File: config.mk
export PLATFORM = sky130hd
export DESIGN_NAME = alu
export DESIGN_NICKNAME = d
export VERILOG_FILES = /design/src/rtl/rv32_pkg.sv /design/src/rtl/alu_decode.sv /design/src/rtl/alu.sv
export SDC_FILE = /design/constraint.sdc
export NUM_CORES = 1
export LEC_CHECK = 0
export CORE_UTILIZATION = 50
export CTS_CLUSTER_DIAMETER = 30
export DETAILED_ROUTE_END_ITERATION = 10
export PLACE_DENSITY = 0.78
export SYNTH_ARGS = -nofsm -noshare
export SYNTH_HDL_FRONTEND = slang
export SYNTH_SLANG_ARGS = --single-unit
File: constraint.sdc
create_clock -name clk -period 8.8 [get_ports clk]
set_clock_uncertainty 0.2 [all_clocks]
set_input_delay 0.88 -clock clk [delete_from_list [all_inputs] [get_ports clk]]
set_output_delay 0.88 -clock clk [all_outputs]
set_load 0.01 [all_outputs]
File: src/rtl/rv32_pkg.sv
// rv32_pkg: shared RV32I opcode, funct and operation definitions
package rv32_pkg;
  typedef logic [31:0] word_t;
  localparam logic [6:0] OP_R = 7'b0110011;
  localparam logic [6:0] OP_I = 7'b0010011;
  localparam logic [6:0] F7_BASE = 7'b0000000;
  localparam logic [6:0] F7_ALT = 7'b0100000;
  typedef enum logic [2:0] {
    F3_ADD  = 3'b000,
    F3_SLL  = 3'b001,
    F3_SLT  = 3'b010,
    F3_SLTU = 3'b011,
    F3_XOR  = 3'b100,
    F3_SR   = 3'b101,
    F3_OR   = 3'b110,
    F3_AND  = 3'b111
  } funct3_e;
  typedef enum logic [3:0] {
    ALU_ADD, ALU_SUB, ALU_SLL, ALU_SLT, ALU_SLTU,
    ALU_XOR, ALU_SRL, ALU_SRA, ALU_OR, ALU_AND
  } alu_op_e;
endpackage

File: src/rtl/alu_decode.sv
// alu_decode: maps an RV32I instruction word to an alu operation and a valid flag
module alu_decode
  import rv32_pkg::*;
(
  input  word_t   instr,
  output alu_op_e op,
  output logic    valid
);
  logic is_r;
  logic alt;
  logic unused;
  funct3_e f3;
  assign f3 = funct3_e'(instr[14:12]);
  assign is_r = instr[6:0] == OP_R;
  assign alt = instr[30];
  assign unused = ^{instr[24:15], instr[11:7]};
  assign valid = (is_r && (instr[31:25] == F7_BASE || instr[31:25] == F7_ALT)) || instr[6:0] == OP_I;
  always_comb begin
    op = ALU_ADD;
    case (f3)
      F3_ADD:  op = (is_r && alt) ? ALU_SUB : ALU_ADD;
      F3_SLL:  op = ALU_SLL;
      F3_SLT:  op = ALU_SLT;
      F3_SLTU: op = ALU_SLTU;
      F3_XOR:  op = ALU_XOR;
      F3_SR:   op = alt ? ALU_SRA : ALU_SRL;
      F3_OR:   op = ALU_OR;
      F3_AND:  op = ALU_AND;
      default: op = ALU_ADD;
    endcase
  end
endmodule

File: src/rtl/alu.sv
// alu: single-cycle RV32I integer ALU with registered result
module alu
  import rv32_pkg::*;
(
  input  logic  clk,
  input  logic  rst,
  input  word_t instr,
  input  word_t op1,
  input  word_t op2,
  input  logic  enable,
  output logic  instr_exec,
  output word_t result
);
  alu_op_e op;
  logic valid;
  logic [4:0] sh;
  word_t y;
  assign sh = op2[4:0];
  alu_decode u_dec (.instr(instr), .op(op), .valid(valid));
  always_comb begin
    y = op == ALU_ADD  ? op1 + op2 :
        op == ALU_SUB  ? op1 - op2 :
        op == ALU_SLL  ? op1 << sh :
        op == ALU_SLT  ? {31'b0, $signed(op1) < $signed(op2)} :
        op == ALU_SLTU ? {31'b0, op1 < op2} :
        op == ALU_XOR  ? op1 ^ op2 :
        op == ALU_SRL  ? op1 >> sh :
        op == ALU_SRA  ? word_t'($signed(op1) >>> sh) :
        op == ALU_OR   ? op1 | op2 : op1 & op2;
  end
  always_ff @(posedge clk) begin
    if (rst) begin
      result <= '0;
      instr_exec <= 1'b0;
    end else begin
      instr_exec <= enable && valid;
      if (enable && valid) result <= y;
    end
  end
endmodule

==> out/results.ini <==
[outcome]
status = finished, final reports clean

[cts]
ctsHoldBuffers = 0
cts_tree = built
root_buffer = clkbuf_16
post_cts_buffers = 0
numCtsBuffers = 5
clk_pin_slew_worst_paths_ps = 70
cts_resized = 0
ctsLongestPathBuffers = 2
h-tree-depth = 2
clock_latency_ps = 280
cts_sinks = 33

[critical_path]
start_kind = input port
cpLargestDelayFamily = simple AND/OR/NAND/NOR gates
cpMostUsedCell = buf_4
path_cells = clkdlybuf4s50_1 > buf_4 > clkinv_1 > buf_4 > ha_1 > nand4b_1 > and3_1 > or4b_4 > a31oi_2 > a211oi_2 > o41ai_1 > nor3_1 > or3_1 > nand3_1
criticalPathCategory = in -> reg
cp_slowest_stage_delay_ps = 590
cp.arrival_ps = 5060
end_kind = register
cp.required_ps = 8820
cp_max_fo = 46
cpMaxStageDelayCell = or4b_4
critPathBufInv = 4

[routing]
viasPerCell = 7.08
avgRoutedWirePerCell_um = 26.0
ant_nets = 0
drt_drc_violations_left = 0
route.vias.total = 12327
drt_pre_antenna_iters = 8
drt_iter0_markers = 1766
finalWirelength_um = 45300

[pwr]
power.density_nw_per_um2 = 85.5
max-vdd-ir-drop_uv = 87.2
leakage_nw = 4.51

[global_routing]
grt_overflow_total = 0
grt_pass1_wl_um = 68000
antenna_found_initial = 0
grtUsageTotal_pct = 42.0
first_global_vias = 10990
grt_max_degree = 79

[yosys]
synth.cell_area_um2 = 10200
yosysUniqueCellTypes = 92
synth_nets = 1642
async_flop_share_pct = 0
synth_flop_cell = dfxtp_1
synth_seq_cells = 33
avgSynthCellArea_um2 = 7.07
synth-seq-area-share_pct = 6.47
synth-edff-count = 0
synth_cells = 1444
yosysWarningCount = 0

[sta]
post-route-period-util_pct = 57.2
max_slew_margin_pct = 3.72
min_period_ps = 5040
hold_viol = 0
final.setup.tns_ps = 0
fmax_mhz = 199
worst_pin_slew_ps = 1410
finalSetupViolations = 0
rsz0062_at_grt = false
drv_slew = 0
fin_ws_ps = 3760

[placement]
gp_congestion = 1.04
postPlaceCellArea_um2 = 11400
port_buffers = 116
dp_hpwl_um = 34400
place_worst_setup_slack_ps = 3580

[finish]
layout_commonest_cell = nor2_1
nets = 1673
postLayoutCellArea_um2 = 11500
most-common-layout-cells = nor2_1, a21oi_1, nand2_1, clkdlybuf4s50_1, o21ai_0
num_antenna_cells = 0
drive_gt1_share_pct = 9.01
area_growth_pct = 12.9
final_util_pct = 58.5
nFillCells = 1911

[die]
start_util_pct = 51.8
row_count = 51
core_region_area_um2 = 19700
dieArea_um2 = 21000
io_pins = 132
die_w_um = 145
die_y_um = 145

[flow_run]
max_cap_viol_count = 0

[min_path]
holdCritPathClass = reg -> reg

-- area by class of cell --
cell class / count / area (um2) / share of cell area [%]
clock buffers: 5 / 125 / 1.09
clock inverters: 3 / 17.5 / 0.152
repair buffers: 141 / 1330 / 11.5
flip-flops and latches: 33 / 661 / 5.73
multi-input cells: 1203 / 8720 / 75.7
well taps: 265 / 332 / 2.88
inverters: 91 / 342 / 2.96
-- registers in the layout, indices dropped and copies added, names as in the netlist --
name and count:
instr_exec 1, result 32
-- synthesized netlist by cell type (11+ instances only) --
library cell  instances  area share [%]
a221oi_1             11            0.94
o31ai_1              21             1.5
a211oi_1             22             1.6
dfxtp_1              33             6.5
o221ai_1             16             1.4
nand3_1              24             1.2
xnor2_1              12             1.0
o211ai_1             25             1.8
a311oi_1             11            0.94
nor2_1              209             7.7
a21oi_1             131             6.4
nor3_1               32             1.6
o21ai_0              98             4.8
clkbuf_1             74             2.7
inv_1                87             3.2
o22ai_1              18             1.1
nand2_1             122             4.5
mux2i_1              41             4.0
ha_1                 97              12
a31oi_1              21             1.3
mux4_2               55              12
nor4_1               12            0.73
a21o_1               17             1.2
buf_2                25             1.2
nor2b_1              13            0.80
-- path summary, 6_finish.rpt --
check,from,endpoint,slack [ps],cells after the start
min,result[16],result[16],250,2
max,op2[4],result[29],3760,14
min reg2reg,result[16],result[16],250,2
max reg2reg,result[0],result[0],7200,4
-- worst reg2reg max path, delay by kind of cell (launching register included) --
family	cells	cell delay (ps)
flip-flops	1	400
AO/OA/AOI/OAI	1	110
AND/OR/NAND/NOR	3	810
-- cells by family (layout without fill, tap and decap cells) --
kind of cell	after synthesis	after routing	synth area share, %
DFF	33	33	6.47
muxes	103	103	16.9
xor gates and xnor gates	18	18	1.54
buffers and inverters	208	240	8.33
and+or+nand+nor	479	479	21.2
AOI/OAI and AO/OA	504	504	33.3
adders and majority gates	99	99	12.3
-- per-stage QoR --
stage | power [mW] | instances | hold slack [ps]
after floorplan | 0.567 | 1444 | 276
after global placement | 0.771 | 1733 | 238
after detailed placement | 0.775 | 1733 | 244
after CTS | 0.957 | 1741 | 251
after global routing | 1.03 | 1741 | 270
final | 0.985 | 1741 | 247
-- power by group --
group / leakage [nW] / total (mW) / switching [mW] / internal, mW
Combinational: 4.17 / 0.654 / 0.414 / 0.241
Clock: 0.0696 / 0.181 / 0.0771 / 0.104
Sequential: 0.266 / 0.150 / 0.000239 / 0.150
-- layer usage --
| metal | track usage [%] | vias up | share of wire [%] |
|---|---|---|---|
| met3 | 8.99 | 128 | 14 |
| met2 | 60.1 | 910 | 42 |
| met4 | 16.9 | 0 | 4.5 |
| li1 | - | 5466 | - |
| met1 | 60.2 | 5823 | 40 |
| met5 | 0 | - | 0 |
Note: power is estimated with default switching activity, not from simulation.
